<file path="config.mk">
export PLATFORM = sky130hd
export DESIGN_NAME = core_bus_arbiter
export DESIGN_NICKNAME = d
export VERILOG_FILES = /design/src/rtl/core_bus_pkg.sv /design/src/rtl/core_bus_wait_counter.sv /design/src/rtl/core_bus_arbiter.sv
export SDC_FILE = /design/constraint.sdc
export NUM_CORES = 1
export LEC_CHECK = 0
export ABC_CLOCK_PERIOD_IN_PS = 2300
export BUFFER_PORTS_ARGS = -buffer_cell sky130_fd_sc_hd__buf_2
export CAP_MARGIN = 20
export CORE_AREA = 8 8 163 165
export CTS_CLUSTER_SIZE = 12
export DETAILED_ROUTE_END_ITERATION = 12
export DIE_AREA = 0 0 171 173
export PLACE_DENSITY = 0.46
export SYNTH_ARGS = -nofsm -noshare
export SYNTH_HDL_FRONTEND = slang
export SYNTH_HIERARCHICAL = 1
export SYNTH_SLANG_ARGS = --single-unit
</file>
<file path="constraint.sdc">
create_clock -name clk -period 2.3 [get_ports clk]
set_clock_uncertainty 0.05 [all_clocks]
set_input_delay 0 -clock clk [delete_from_list [all_inputs] [get_ports clk]]
set_output_delay 0 -clock clk [all_outputs]
set_load 0.01 [all_outputs]
</file>
<file path="src/rtl/core_bus_pkg.sv">
// Shared types and constants for the core naive-bus arbiter.
package core_bus_pkg;

  typedef enum logic {
    ARB_IDLE = 1'b0,
    ARB_HOLD = 1'b1
  } arb_state_e;

  // Master indices: the instruction port is m0, the data port is m1.
  localparam logic M_INSTR = 1'b0;
  localparam logic M_DATA  = 1'b1;

endpackage

</file>
<file path="src/rtl/core_bus_wait_counter.sv">
// Saturating up-counter measuring how long a master waited for the bus.
module core_bus_wait_counter #(
  parameter int CNT_W = 16
) (
  input  logic             clk,
  input  logic             rst,
  input  logic             inc,
  output logic [CNT_W-1:0] cnt
);

  // Count stalled cycles; stick at all-ones so the value never wraps.
  always_ff @(posedge clk) begin
    // NOTE: sequential state uses non-blocking assignments so every flop
    // samples pre-edge values regardless of process ordering.
    if (rst)
      cnt <= '0;
    else if (inc && (cnt != {CNT_W{1'b1}}))
      cnt <= cnt + CNT_W'(1);
  end

endmodule

</file>
<file path="src/rtl/core_bus_arbiter.sv">
// Two-master, one-slave arbiter: round-robin or m1-priority, ownership held
// until the slave accepts, read data steered back one cycle after its grant.
module core_bus_arbiter
  import core_bus_pkg::*;
#(
  parameter int AW      = 32,
  parameter int DW      = 32,
  parameter int PRIO_M1 = 0,
  parameter int CNT_W   = 16
) (
  input  logic              clk,
  input  logic              rst,
  // master 0 (instruction)
  input  logic              m0_rd_req,
  input  logic [AW-1:0]     m0_rd_addr,
  output logic              m0_rd_gnt,
  output logic [DW-1:0]     m0_rd_data,
  input  logic              m0_wr_req,
  input  logic [AW-1:0]     m0_wr_addr,
  input  logic [DW-1:0]     m0_wr_data,
  input  logic [DW/8-1:0]   m0_wr_be,
  output logic              m0_wr_gnt,
  output logic [CNT_W-1:0]  m0_wait_cnt,
  // master 1 (data)
  input  logic              m1_rd_req,
  input  logic [AW-1:0]     m1_rd_addr,
  output logic              m1_rd_gnt,
  output logic [DW-1:0]     m1_rd_data,
  input  logic              m1_wr_req,
  input  logic [AW-1:0]     m1_wr_addr,
  input  logic [DW-1:0]     m1_wr_data,
  input  logic [DW/8-1:0]   m1_wr_be,
  output logic              m1_wr_gnt,
  output logic [CNT_W-1:0]  m1_wait_cnt,
  // slave
  output logic              s_rd_req,
  output logic [AW-1:0]     s_rd_addr,
  input  logic              s_rd_gnt,
  input  logic [DW-1:0]     s_rd_data,
  output logic              s_wr_req,
  output logic [AW-1:0]     s_wr_addr,
  output logic [DW-1:0]     s_wr_data,
  output logic [DW/8-1:0]   s_wr_be,
  input  logic              s_wr_gnt
);

  arb_state_e state_q, state_d;
  logic       hold_owner_q, last_served_q, rd_owner_q, rd_pend_q;
  logic       req0, req1, owner_vld, owner, owner_req;
  logic       rd_accept, accept;

  assign req0 = m0_rd_req | m0_wr_req;
  assign req1 = m1_rd_req | m1_wr_req;

  // Pick the owner: a held master keeps the bus, otherwise arbitrate.
  always_comb begin
    // NOTE: every combinational output gets a default first so no path
    // leaves it unassigned, which would infer a latch.
    owner_vld = 1'b0;
    owner     = M_INSTR;
    if (state_q == ARB_HOLD) begin
      owner_vld = 1'b1;
      owner     = hold_owner_q;
    end else if (req0 && req1) begin
      owner_vld = 1'b1;
      owner     = (PRIO_M1 != 0) ? M_DATA : ~last_served_q;
    end else if (req0) begin
      owner_vld = 1'b1;
      owner     = M_INSTR;
    end else if (req1) begin
      owner_vld = 1'b1;
      owner     = M_DATA;
    end
  end

  // Mirror the owner's request and payload onto the slave; zeros when idle.
  always_comb begin
    s_rd_req  = 1'b0;
    s_rd_addr = '0;
    s_wr_req  = 1'b0;
    s_wr_addr = '0;
    s_wr_data = '0;
    s_wr_be   = '0;
    owner_req = 1'b0;
    if (owner_vld) begin
      if (owner == M_DATA) begin
        s_rd_req  = m1_rd_req;
        s_rd_addr = m1_rd_addr;
        s_wr_req  = m1_wr_req;
        s_wr_addr = m1_wr_addr;
        s_wr_data = m1_wr_data;
        s_wr_be   = m1_wr_be;
        owner_req = req1;
      end else begin
        s_rd_req  = m0_rd_req;
        s_rd_addr = m0_rd_addr;
        s_wr_req  = m0_wr_req;
        s_wr_addr = m0_wr_addr;
        s_wr_data = m0_wr_data;
        s_wr_be   = m0_wr_be;
        owner_req = req0;
      end
    end
  end

  // Slave grants pass straight through to the owner only.
  assign m0_rd_gnt = owner_vld && (owner == M_INSTR) && s_rd_gnt;
  assign m0_wr_gnt = owner_vld && (owner == M_INSTR) && s_wr_gnt;
  assign m1_rd_gnt = owner_vld && (owner == M_DATA)  && s_rd_gnt;
  assign m1_wr_gnt = owner_vld && (owner == M_DATA)  && s_wr_gnt;

  assign rd_accept = s_rd_req & s_rd_gnt;
  assign accept    = rd_accept | (s_wr_req & s_wr_gnt);

  // Next state: hold an unaccepted owner; release on accept or abandon.
  always_comb begin
    state_d = state_q;
    case (state_q)
      ARB_IDLE: if (owner_vld && !accept) state_d = ARB_HOLD;
      ARB_HOLD: if (accept || !owner_req) state_d = ARB_IDLE;
      default:  state_d = ARB_IDLE;
    endcase
  end

  // FSM state register.
  always_ff @(posedge clk) begin
    if (rst) state_q <= ARB_IDLE;
    else     state_q <= state_d;
  end

  // Arbitration history and read-return bookkeeping.
  always_ff @(posedge clk) begin
    if (rst) begin
      hold_owner_q  <= M_INSTR;
      last_served_q <= M_DATA;
      rd_owner_q    <= M_INSTR;
      rd_pend_q     <= 1'b0;
    end else begin
      if (state_q == ARB_IDLE && owner_vld && !accept) hold_owner_q <= owner;
      if (accept) last_served_q <= owner;
      if (rd_accept) rd_owner_q <= owner;
      rd_pend_q <= rd_accept;
    end
  end

  assign m0_rd_data = (rd_pend_q && rd_owner_q == M_INSTR) ? s_rd_data : '0;
  assign m1_rd_data = (rd_pend_q && rd_owner_q == M_DATA)  ? s_rd_data : '0;

  core_bus_wait_counter #(.CNT_W(CNT_W)) u_wait_m0 (
    .clk (clk),
    .rst (rst),
    .inc (req0 && !(m0_rd_gnt || m0_wr_gnt)),
    .cnt (m0_wait_cnt)
  );

  core_bus_wait_counter #(.CNT_W(CNT_W)) u_wait_m1 (
    .clk (clk),
    .rst (rst),
    .inc (req1 && !(m1_rd_gnt || m1_wr_gnt)),
    .cnt (m1_wait_cnt)
  );

endmodule
</file>
[Yosys cells after proc, flatten, opt, wreduce, memory -nomap -nowiden]
Index checks and enable logic that the tools add are counted.
Cells by class
  add/sub/neg operators: 2
  eq/ne operators: 2
  bitwise gates (word level): 9
  multiplexer cells: 26
  reductions and logical operators: 23
Operators with widths (count)
  $mux 32: 8
  $add 16x1->16 const B: 2
  $ne 16x16->1 const B: 2
  $logic_and 1x1->1: 16
  $mux 1: 15
  $mux 4: 2
  $logic_not 1->1: 4
  $not 1->1: 4
  $logic_or 1x1->1: 3
  $or 1x1->1: 3
  $and 1x1->1: 2
  $pmux 1 s2: 1
Storage, ports and cells
  input bits: 240
  output and inout bits: 202
  register bits: 37
  logic and storage cells: 69

[Logic depth before layout (Yosys ltp)]
Gate-level depths: netlist (run 1).
  depth after elaboration: 13
  mapped depth: 10

[Hierarchy]
The synthesis (run 1) kept the hierarchy.
Modules (own cells, without submodules)
  core_bus_arbiter: cells an instance 240, times used 1, area each 1801.7 µm²
  core_bus_wait_counter: cells an instance 99, times used 2, area each 848.3 µm²

[Worst setup path before layout (run 1)]
OpenSTA, ideal clock, no wires.
  path type: flip-flop to flip-flop
  from: register state_q
  to: register u_wait_m0.cnt[7]
  clock period less this slack: 2.325 ns
  library setup time: 0.070 ns
  cell stages (with the launch flop): 10
  arrival time: 2.204 ns
  path slack: -0.025 ns
  data required time: 2.180 ns
  path through: dfxtp_1 -> nor2b_1 -> o21bai_2 -> buf_2 -> buf_4 -> a21oi_1 -> nand2_1 -> clkbuf_1 -> or4_1 -> a21oi_1
Between the ends
  word-level cells in the longest chain between the ends: 8
  elaborated cells between the ends (all ways): 10
  those cells by class: 2 x mux; 1 x bitwise; 7 x reduce/logical
Ends and longest elaborated chain
  from (decl): RTL line core_bus_arbiter.sv:47  | arb_state_e state_q, state_d;
  from (signal assigned): RTL line core_bus_arbiter.sv:128  | else state_q <= state_d;
  $mux 1: RTL line core_bus_arbiter.sv:61  | if (state_q == ARB_HOLD) begin
  $not 1->1: RTL line core_bus_arbiter.sv:107, core_bus_arbiter.sv:108
  $logic_and 1x1->1 (*): RTL line core_bus_arbiter.sv:107, core_bus_arbiter.sv:108
  $logic_and 1x1->1 (on tied branches): RTL line core_bus_arbiter.sv:107, core_bus_arbiter.sv:108
  $logic_or 1x1->1 (*): RTL line core_bus_arbiter.sv:152  | .inc (req0 && !(m0_rd_gnt || m0_wr_gnt)),
  $logic_not 1->1 (*): RTL line core_bus_arbiter.sv:152
  $logic_and 1x1->1 (*): RTL line core_bus_arbiter.sv:152
  $logic_and 1x1->1 (*): RTL line core_bus_wait_counter.sv:17  | else if (inc && (cnt != {CNT_W{1'b1}}))
  to (signal assigned): RTL line core_bus_wait_counter.sv:18  | cnt <= cnt + CNT_W'(1);
  to (decl): RTL line core_bus_wait_counter.sv:8  | output logic [CNT_W-1:0] cnt
Mark *: on every way between the ends. The rest lies on a longest branch, timed or not.
A chain may end at the register's enable or synchronous reset.

[Final worst setup path (run 1)]
  from: register last_served_q
  to: output s_wr_data[30]
Between the ends
  word-level cells in the longest chain between the ends: 5
Ends and longest elaborated chain
  from (decl): RTL line core_bus_arbiter.sv:48  | logic hold_owner_q, last_served_q, rd_owner_q, rd_pend_q;
  from (signal assigned): RTL line core_bus_arbiter.sv:140  | if (accept) last_served_q <= owner;
  $not 1->1: RTL line core_bus_arbiter.sv:66  | owner = (PRIO_M1 != 0) ? M_DATA : ~last_served_q;
  $mux 1: RTL line core_bus_arbiter.sv:64  | end else if (req0 && req1) begin
  $mux 1: RTL line core_bus_arbiter.sv:61
  $mux 32: RTL line core_bus_arbiter.sv:86  | if (owner == M_DATA) begin
  $mux 32: RTL line core_bus_arbiter.sv:85  | if (owner_vld) begin
  to (decl): RTL line core_bus_arbiter.sv:42  | output logic [DW-1:0] s_wr_data,
Every way passes these cells.

==> results of run 1 <==
area by class of cell:
| class | instances | area, sq um | area share |
|---|---|---|---|
| Tap cell | 324 | 405 | 0.0649 |
| Clock inverter | 3 | 46.3 | 0.00741 |
| Sequential cell | 37 | 741 | 0.119 |
| Inverter | 6 | 22.5 | 0.00361 |
| Antenna cell | 4 | 10.0 | 0.00160 |
| Clock buffer | 5 | 125 | 0.0200 |
| Timing Repair Buffer | 455 | 2340 | 0.375 |
| Multi-Input combinational cell | 355 | 2550 | 0.409 |
timing repair:
item,4_1_cts,5_1_grt
gates resized for setup,0,2
hold buffers,1,0
buffers inserted,0,0
setup endpoints to repair,0,3
hold endpoints to repair,1,0
worst max-delay path: stages, from the launching register on:
cell and delay [ns]:
dfxtp_1 0.32, o21a_1 0.14, o31ai_4 0.30, buf_12 0.33
a22o_1 0.35, buf_2 0.18
cells by family (layout without fill, tap and decap cells):
kind of cell | after synthesis | in the layout | synth area share
other cells | 0 | 4 | 0
simple gates | 182 | 182 | 0.326
mux | 6 | 6 | 0.0186
fa+ha+maj | 2 | 2 | 0.00715
xor+xnor | 4 | 4 | 0.0100
compound gates | 161 | 161 | 0.361
flops | 37 | 37 | 0.212
buf+inv | 46 | 469 | 0.0658
power by group through the flow:
stage	registers, mW	logic (mW)	clock network, mW
after detailed placement	0.698	1.65	0
after global placement	0.699	1.66	0
final	0.685	1.64	0.807
after global routing	0.688	1.76	0.852
after floorplan	0.700	0.844	0
after CTS	0.684	1.66	0.829
metal layers:
layer  GRT usage  up-vias  share of wire
li1            -     2574              -
met5           0        -         0.0036
met3      0.0421       36          0.092
met2       0.252      233           0.48
met1       0.182     2504           0.40
met4      0.0359       12          0.018
worst paths after layout:
kind	start	end	slack [ns]
worst max-delay path	last_served_q	s_wr_data[30]	0.14
worst min-delay path	m0_rd_req	rd_owner_q	0.08
worst min register to register	last_served_q	last_served_q	0.48
worst max register to register	state_q	u_wait_m0/cnt[11]	0.28
metrics by stage:
stage / utilization / total power [mW] / hold WS (ns) / std cells / cell area, sq um
after floorplan: - / 1.54 / 0.0191 / 438 / 3500
after global placement: 0.252 / 2.36 / 0.248 / 1176 / 6050
after detailed placement: 0.252 / 2.35 / 0.252 / 1176 / 6050
after CTS: 0.260 / 3.18 / 0.0775 / 1185 / 6230
after global routing: 0.260 / 3.30 / 0.132 / 1188 / 6240
final: 0.261 / 3.14 / 0.0807 / 1189 / 6240
layout by cell type (no fill, tap or decap), types with 2 or more instances in the layout:
cell       instances
buf_4             11
dfxtp_1           37
nor4_1             5
nand3b_1           2
buf_2            441
o31ai_1           13
mux2_2             3
o311ai_0           2
diode_2            4
nand2_1           16
buf_12             2
nand4_4            2
nor4bb_1           2
nor4_4             2
ha_1               2
or3_1              6
o41ai_1            2
xnor2_1            4
inv_1              6
a22o_1           101
and2_1            36
clkbuf_16          5
o21a_1             3
nand2_2            3
nand4_1            6
a21oi_1           22
or4_1             14
mux2i_1            2
nand3_1           12
and3_1            34
nor2b_1            6
nor3_1             9
o21ai_0            9
and4_1             7
nor2_1            15
a21oi_2            2
registers in the layout, summed over array words and instances (netlist names):
| name | count |
|---|---|
| u_wait_m0/cnt | 16 |
| u_wait_m1/cnt | 16 |
| hold_owner_q | 1 |
| last_served_q | 1 |
| rd_owner_q | 1 |
| rd_pend_q | 1 |
| state_q | 1 |
==> impl_metrics.yaml, run 1 <==
clocking:
  cts_inserted_buffers: 5
  htree_levels: 2
  tritoncts: "done"
  cts_num_sinks: 37
  worstSkewPairLatency_ns: 0.29
  root_buffer: "clkbuf_16"
  path_clk_slew_ns: 0.06
  clk_path_buf_depth: 2
sta:
  final-max-slew-violation-count: 0
  setup_viol: 0
  tns_ns: 0
  rsz0062_at_grt: "false"
  layout_setup_ws_ns: 0.143
  slew_headroom: 0.577
  fmax_ghz: 0.464
  finalCritPeriodShare: 0.938
  worst_pin_slew_ns: 0.634
  layout_min_cycle_time_ns: 2.16
  finalHoldViolCount: 0
yosys:
  synth_common_cells: "a22o_1, dfxtp_1, and2_1"
  yosys.cell_count.top_type: "a22o_1"
  synth_top_area_frac: 0.253
  synth-main-ff-cell: "dfxtp_1"
  yosysTopAreaCell: "a22o_1"
  synth_warnings: 6
  synth_cell_types: 48
  synth_nets: 680
  ys_seq_elements: 37
  synth_area_leaders: "a22o_1, dfxtp_1, and2_1, and3_1, a21oi_1"
  synthesis.area_sq_mm: 0.00350
  synth_cells: 438
  yosysSeqAreaShare: 0.212
  synth_enable_flop_cells: 0
  ys_async_sr_fraction: 0
  synth.avg_cell_area_sq_um: 7.99
cells_and_area:
  nets: 1102
  fillCellCount: 2706
  layout-drive-gt1-share: 0.555
  syn_to_final_growth_pct: 78.5
setup_path:
  start_kind: "flop"
  crit_type: "flop to output pin"
  cp-end-kind: "output pin"
  worstPathMaxFanout: 109
  cp.required_ns: 2.25
  cp.arrival_ns: 2.11
  rr_worst_depth: 6
worst_hold_path:
  hold_path.class: "input pin to flop"
  whs_path_depth: 4
power:
  switching_share: 0.396
  pwr-share-comb: 0.524
  clkPwrFrac: 0.257
  p_int_mw: 1.89
  p_seq_frac: 0.218
  ir_drop_v: 0.000313
  power.density_mw_per_mm2: 502
  leakagePower_nw: 3.48
  switchingPower_mw: 1.24
route:
  ant_nets: 0
  drt-wirelength-per-cell_microns: 20.4
  routed_wl_mm: 24.2
  drc: 0
  num_vias: 5359
  via_per_inst: 4.51
  drtIter0Drc: 469
  drt-pass1-iter-count: 5
floorplanning:
  core.rowCount: 57
  die_w_microns: 171
  core_area_sq_mm: 0.0240
  dieArea_sq_mm: 0.0296
  die_h_microns: 173
  io-pin-count: 442
  initial_core_util: 0.146
grt:
  overflow: 0
  antenna_found_initial: 10
  grt_max_degree: 110
  grt_pass1_vias: 5172
  grt_use_total: 0.149
  grt_first_pass_wirelength_mm: 34.4
status:
  outcome: "complete, no violations"
placement:
  hpwl_mm: 20.1
  post-place-ws_ns: 0.199
  port_buffers: 441
  gp_congestion: 0.851
job:
  max-cap-violations: 0
No activity file was read; power rests on OpenSTA's default activity.
==> inputs of run 2 (changes only) <==
--- a/config.mk
+++ b/config.mk
@@ -8,11 +8,13 @@
 export ABC_CLOCK_PERIOD_IN_PS = 2300
 export BUFFER_PORTS_ARGS = -buffer_cell sky130_fd_sc_hd__buf_2
 export CAP_MARGIN = 20
-export CORE_AREA = 8 8 163 165
+export CELL_PAD_IN_SITES_DETAIL_PLACEMENT = 1
+export CELL_PAD_IN_SITES_GLOBAL_PLACEMENT = 2
+export CORE_MARGIN = 8
+export CORE_UTILIZATION = 13
 export CTS_CLUSTER_SIZE = 12
 export DETAILED_ROUTE_END_ITERATION = 12
-export DIE_AREA = 0 0 171 173
-export PLACE_DENSITY = 0.46
+export PLACE_DENSITY = 0.79
 export SYNTH_ARGS = -nofsm -noshare
 export SYNTH_HDL_FRONTEND = slang
 export SYNTH_HIERARCHICAL = 1
==> impl_metrics.yaml, run 2 (same netlist as run 1, synthesis figures left out) <==
grt:
  grt_max_degree: 110
  overflow: 0
  grt_use_total: 0.153
  antenna_found_initial: 13
  grt_first_pass_wirelength_mm: 38.2
  grt_pass1_vias: 5330
floorplanning:
  die_w_microns: 180
  die_h_microns: 180
  io-pin-count: 442
  dieArea_sq_mm: 0.0324
  core.rowCount: 60
  initial_core_util: 0.131
  core_area_sq_mm: 0.0267
route:
  drc: 0
  num_vias: 5412
  met1_length_mm: 11.6
  ant_nets: 0
  routed_wl_mm: 26.9
  drt-pass1-iter-count: 4
  via_per_inst: 4.50
  route.met2.wl_mm: 12.8
  drtIter0Drc: 323
  drt-wirelength-per-cell_microns: 22.3
  dr.max_layer_used: "met5"
  wl_met3_mm: 2.03
sta:
  fmax_ghz: 0.461
  final-max-slew-violation-count: 0
  finalCritPeriodShare: 0.944
  finalHoldViolCount: 0
  layout_min_cycle_time_ns: 2.17
  tns_ns: 0
  rsz0062_at_grt: "false"
  slew_headroom: 0.597
  worst_pin_slew_ns: 0.597
  setup_viol: 0
clocking:
  cts_num_sinks: 37
  worstSkewPairLatency_ns: 0.29
  tritoncts: "done"
  path_clk_slew_ns: 0.06
  post_cts_buffers: 0
  clk_path_buf_depth: 2
  htree_levels: 2
  root_buffer: "clkbuf_16"
  cts_inserted_buffers: 5
cells_and_area:
  layout-drive-gt1-share: 0.552
  nets: 1100
  largest_registers: "u_wait_m0/cnt x16, u_wait_m1/cnt x16"
  layout_commonest_cell: "buf_2"
  most-common-layout-cells: "buf_2, a22o_1, dfxtp_1"
  fillCellCount: 3354
  syn_to_final_growth_pct: 78.7
  final_util: 0.234
  multi_input_area_sq_mm: 0.00255
  seqCellArea_sq_um: 741
power:
  power.density_mw_per_mm2: 512
  ir_drop_v: 0.000345
  leakagePower_nw: 3.47
  power.total_mw: 3.20
placement:
  port_buffers: 441
  hpwl_mm: 22.8
  gp_congestion: 0.888
setup_path:
  cpMaxStageDelayCell: "dfxtp_1"
  worstPathMaxFanout: 102
  crit_type: "flop to output pin"
  crit_path_max_incr_delay_ns: 0.52
  cp-end-kind: "output pin"
  cp.required_ns: 2.25
  cp.arrival_ns: 2.12
  start_kind: "flop"
  worstPathCellList: "nor2b_1 -> o21bai_4 -> buf_16 -> a22o_1 -> buf_2"
status:
  outcome: "complete, no violations"
worst_hold_path:
  hold_path.class: "input pin to flop"
job:
  max-cap-violations: 0
-- run 2: stage by stage --
stage                     std cells  hold slack (ns)  worst slack [ns]  cell area, sq um
after CTS                      1200           0.0821             0.100              6230
after floorplan                 438           0.0191            0.0848              3500
after global placement         1191            0.249             0.120              6050
after global routing           1203            0.103           0.00523              6250
after detailed placement       1191            0.251            0.0773              6050
final                          1203           0.0852             0.129              6250
-- run 2: path summary, 6_finish.rpt --
| check | startpoint | endpoint | slack [ns] | cells past startpoint |
|---|---|---|---|---|
| worst min register to register | hold_owner_q | hold_owner_q | 0.49 | 2 |
| worst max-delay path | state_q | s_rd_addr[24] | 0.13 | 5 |
| worst min-delay path | m1_rd_req | rd_owner_q | 0.09 | 4 |
| worst max register to register | state_q | u_wait_m0/cnt[11] | 0.14 | 6 |
-- run 2: report_power, final --
part | leakage [nW] | internal (mW) | switching (mW)
sequential | 0.300 | 0.661 | 0.0274
clock | 0.0841 | 0.542 | 0.275
combinational | 3.09 | 0.722 | 0.973
-- run 2: repair_timing --
action,4_1_cts,5_1_grt
hold endpoints to repair,1,0
hold buffers,1,0
gates resized for setup,0,2
setup endpoints to repair,0,3
-- run 2: worst max-delay path: cells and delay by family (launching register included) --
kind | cells | cell delay, ns
flops | 1 | 0.52
buf+inv | 2 | 0.48
compound gates | 2 | 0.45
simple gates | 1 | 0.23
-- run 2: layout make-up --
class,instances,share of cell area
repair buffers,453,0.373
multi-input cells,355,0.408
inverters,6,0.00360
well taps,341,0.0682
diodes,3,0.00120
flip-flops and latches,37,0.118
clock inverters,1,0.00480
clock buffers,7,0.0228
-- run 2: metal layers --
| layer | track usage | vias up |
|---|---|---|
| met5 | 0 | - |
| met4 | 0.0324 | 10 |
| met3 | 0.0395 | 27 |
| met2 | 0.258 | 221 |
| met1 | 0.194 | 2589 |
| li1 | - | 2565 |
==> inputs of run 3 (changes only) <==
--- a/config.mk
+++ b/config.mk
@@ -15,6 +15,7 @@
 export CTS_CLUSTER_SIZE = 12
 export DETAILED_ROUTE_END_ITERATION = 12
 export PLACE_DENSITY = 0.79
+export RECOVER_POWER = 50
 export SYNTH_ARGS = -nofsm -noshare
 export SYNTH_HDL_FRONTEND = slang
 export SYNTH_HIERARCHICAL = 1
==> impl_metrics.yaml, run 3 (same netlist as run 1, synthesis figures left out) <==
status:
  outcome: "complete, no violations"
floorplanning:
  core.rowCount: 60
  die_w_microns: 180
  die_h_microns: 180
  initial_core_util: 0.131
  io-pin-count: 442
  dieArea_sq_mm: 0.0324
  core_area_sq_mm: 0.0267
cells_and_area:
  most-common-layout-cells: "buf_2, a22o_1, clkbuf_1"
  layout_commonest_cell: "buf_2"
  nets: 1100
  layout-drive-gt1-share: 0.460
  largest_registers: "u_wait_m0/cnt x16, u_wait_m1/cnt x16"
  fillCellCount: 3386
  syn_to_final_growth_pct: 75.3
worst_hold_path:
  hold_path.class: "input pin to flop"
  whs_path_depth: 4
grt:
  overflow: 0
  grt_use_total: 0.153
  antenna_found_initial: 13
  grt_max_degree: 110
  grt_first_pass_wirelength_mm: 38.2
  grt_pass1_vias: 5330
route:
  met1_length_mm: 11.4
  ant_nets: 0
  drc: 0
  drt-pass1-iter-count: 4
  route.met2.wl_mm: 12.8
  routed_wl_mm: 26.9
  num_vias: 5440
  drtIter0Drc: 350
  drt-wirelength-per-cell_microns: 22.3
  dr.max_layer_used: "met5"
  via_per_inst: 4.51
  wl_met3_mm: 2.24
sta:
  fmax_ghz: 0.460
  final-max-slew-violation-count: 0
  rsz0062_at_grt: "false"
  finalHoldViolCount: 0
  finalCritPeriodShare: 0.946
  slew_headroom: 0.464
  whs_ns: 0.0866
  worst_pin_slew_ns: 0.798
  setup_viol: 0
  tns_ns: 0
  layout_min_cycle_time_ns: 2.18
clocking:
  tritoncts: "done"
  htree_levels: 2
  worstSkewPairLatency_ns: 0.28
  cts_inserted_buffers: 5
  clk_path_buf_depth: 2
  post_cts_buffers: 0
  cts_num_sinks: 37
  path_clk_slew_ns: 0.06
  root_buffer: "clkbuf_16"
placement:
  hpwl_mm: 22.8
  port_buffers: 441
  gp_congestion: 0.888
setup_path:
  worstPathMaxFanout: 102
  crit_type: "flop to output pin"
  start_kind: "flop"
  cp.required_ns: 2.25
  cp-end-kind: "output pin"
  cp.arrival_ns: 2.13
  rr_worst_depth: 6
power:
  p_int_mw: 1.91
  ir_drop_v: 0.000346
  pwr-share-comb: 0.529
  leakagePower_nw: 3.08
  switching_share: 0.400
  power.density_mw_per_mm2: 520
  clkPwrFrac: 0.256
  switchingPower_mw: 1.28
  p_seq_frac: 0.216
job:
  max-cap-violations: 0
## run 3: changes by cell type in the layout (fill, tap and decap cells not counted), moves of 3 or more
| cell | delta |
|---|---|
| clkbuf_1 | +79 |
| buf_2 | -77 |
| buf_4 | -5 |
| and2_1 | -18 |
| diode_2 | +4 |
| and2_0 | +18 |
| clkbuf_2 | +3 |
## run 3: worst max-delay path, cell delays in order, from the launching register on
cell and delay [ns]:
dfxtp_1 0.51, nor2b_1 0.24, o21bai_4 0.18, buf_16 0.28
a22o_1 0.30, buf_2 0.18
## run 3: stage by stage
step	cell area (sq um)	utilization	cells	setup slack [ns]	power (mW)
after floorplan	3500	-	438	0.0848	1.54
after global placement	6050	0.226	1191	0.120	2.40
after detailed placement	6050	0.226	1191	0.0773	2.40
after CTS	6230	0.233	1200	0.100	3.25
after global routing	6120	0.229	1203	0.00578	3.36
final	6130	0.229	1207	0.124	3.19
## run 3: final timing paths
path	startpoint	to	slack [ns]
setup reg to reg	state_q	u_wait_m0/cnt[11]	0.15
setup / recovery	state_q	s_rd_addr[31]	0.12
hold / removal	m1_rd_req	rd_owner_q	0.09
hold reg to reg	hold_owner_q	hold_owner_q	0.48
## run 3: routing by layer
layer | GRT usage | vias up
met2 | 0.258 | 215
met4 | 0.0324 | 10
met3 | 0.0395 | 26
li1 | - | 2578
met1 | 0.194 | 2611
met5 | 0 | -
## run 3: what timing repair did
item / CTS / global route
hold endpoints to repair: 1 / 0
hold buffers: 1 / 0
setup endpoints to repair: 0 / 3
gates resized for setup: 0 / 2
## run 3: power by group through the flow
stage / sequential, mW / clock, mW / combinational [mW]
3_5_place_dp: 0.703 / 0 / 1.70
5_1_grt: 0.692 / 0.874 / 1.79
2_1_floorplan: 0.700 / 0 / 0.844
4_1_cts: 0.688 / 0.850 / 1.72
3_3_place_gp: 0.702 / 0 / 1.70
6_report: 0.688 / 0.816 / 1.69
## run 3: layout make-up
class | count | area, sq um | share of cell area
multi-input cells | 355 | 2530 | 0.413
repair buffers | 453 | 2220 | 0.362
flip-flops and latches | 37 | 741 | 0.121
well taps | 341 | 427 | 0.0696
clock buffers | 7 | 143 | 0.0233
clock inverters | 1 | 30.0 | 0.00490
inverters | 6 | 22.5 | 0.00367
diodes | 7 | 17.5 | 0.00286
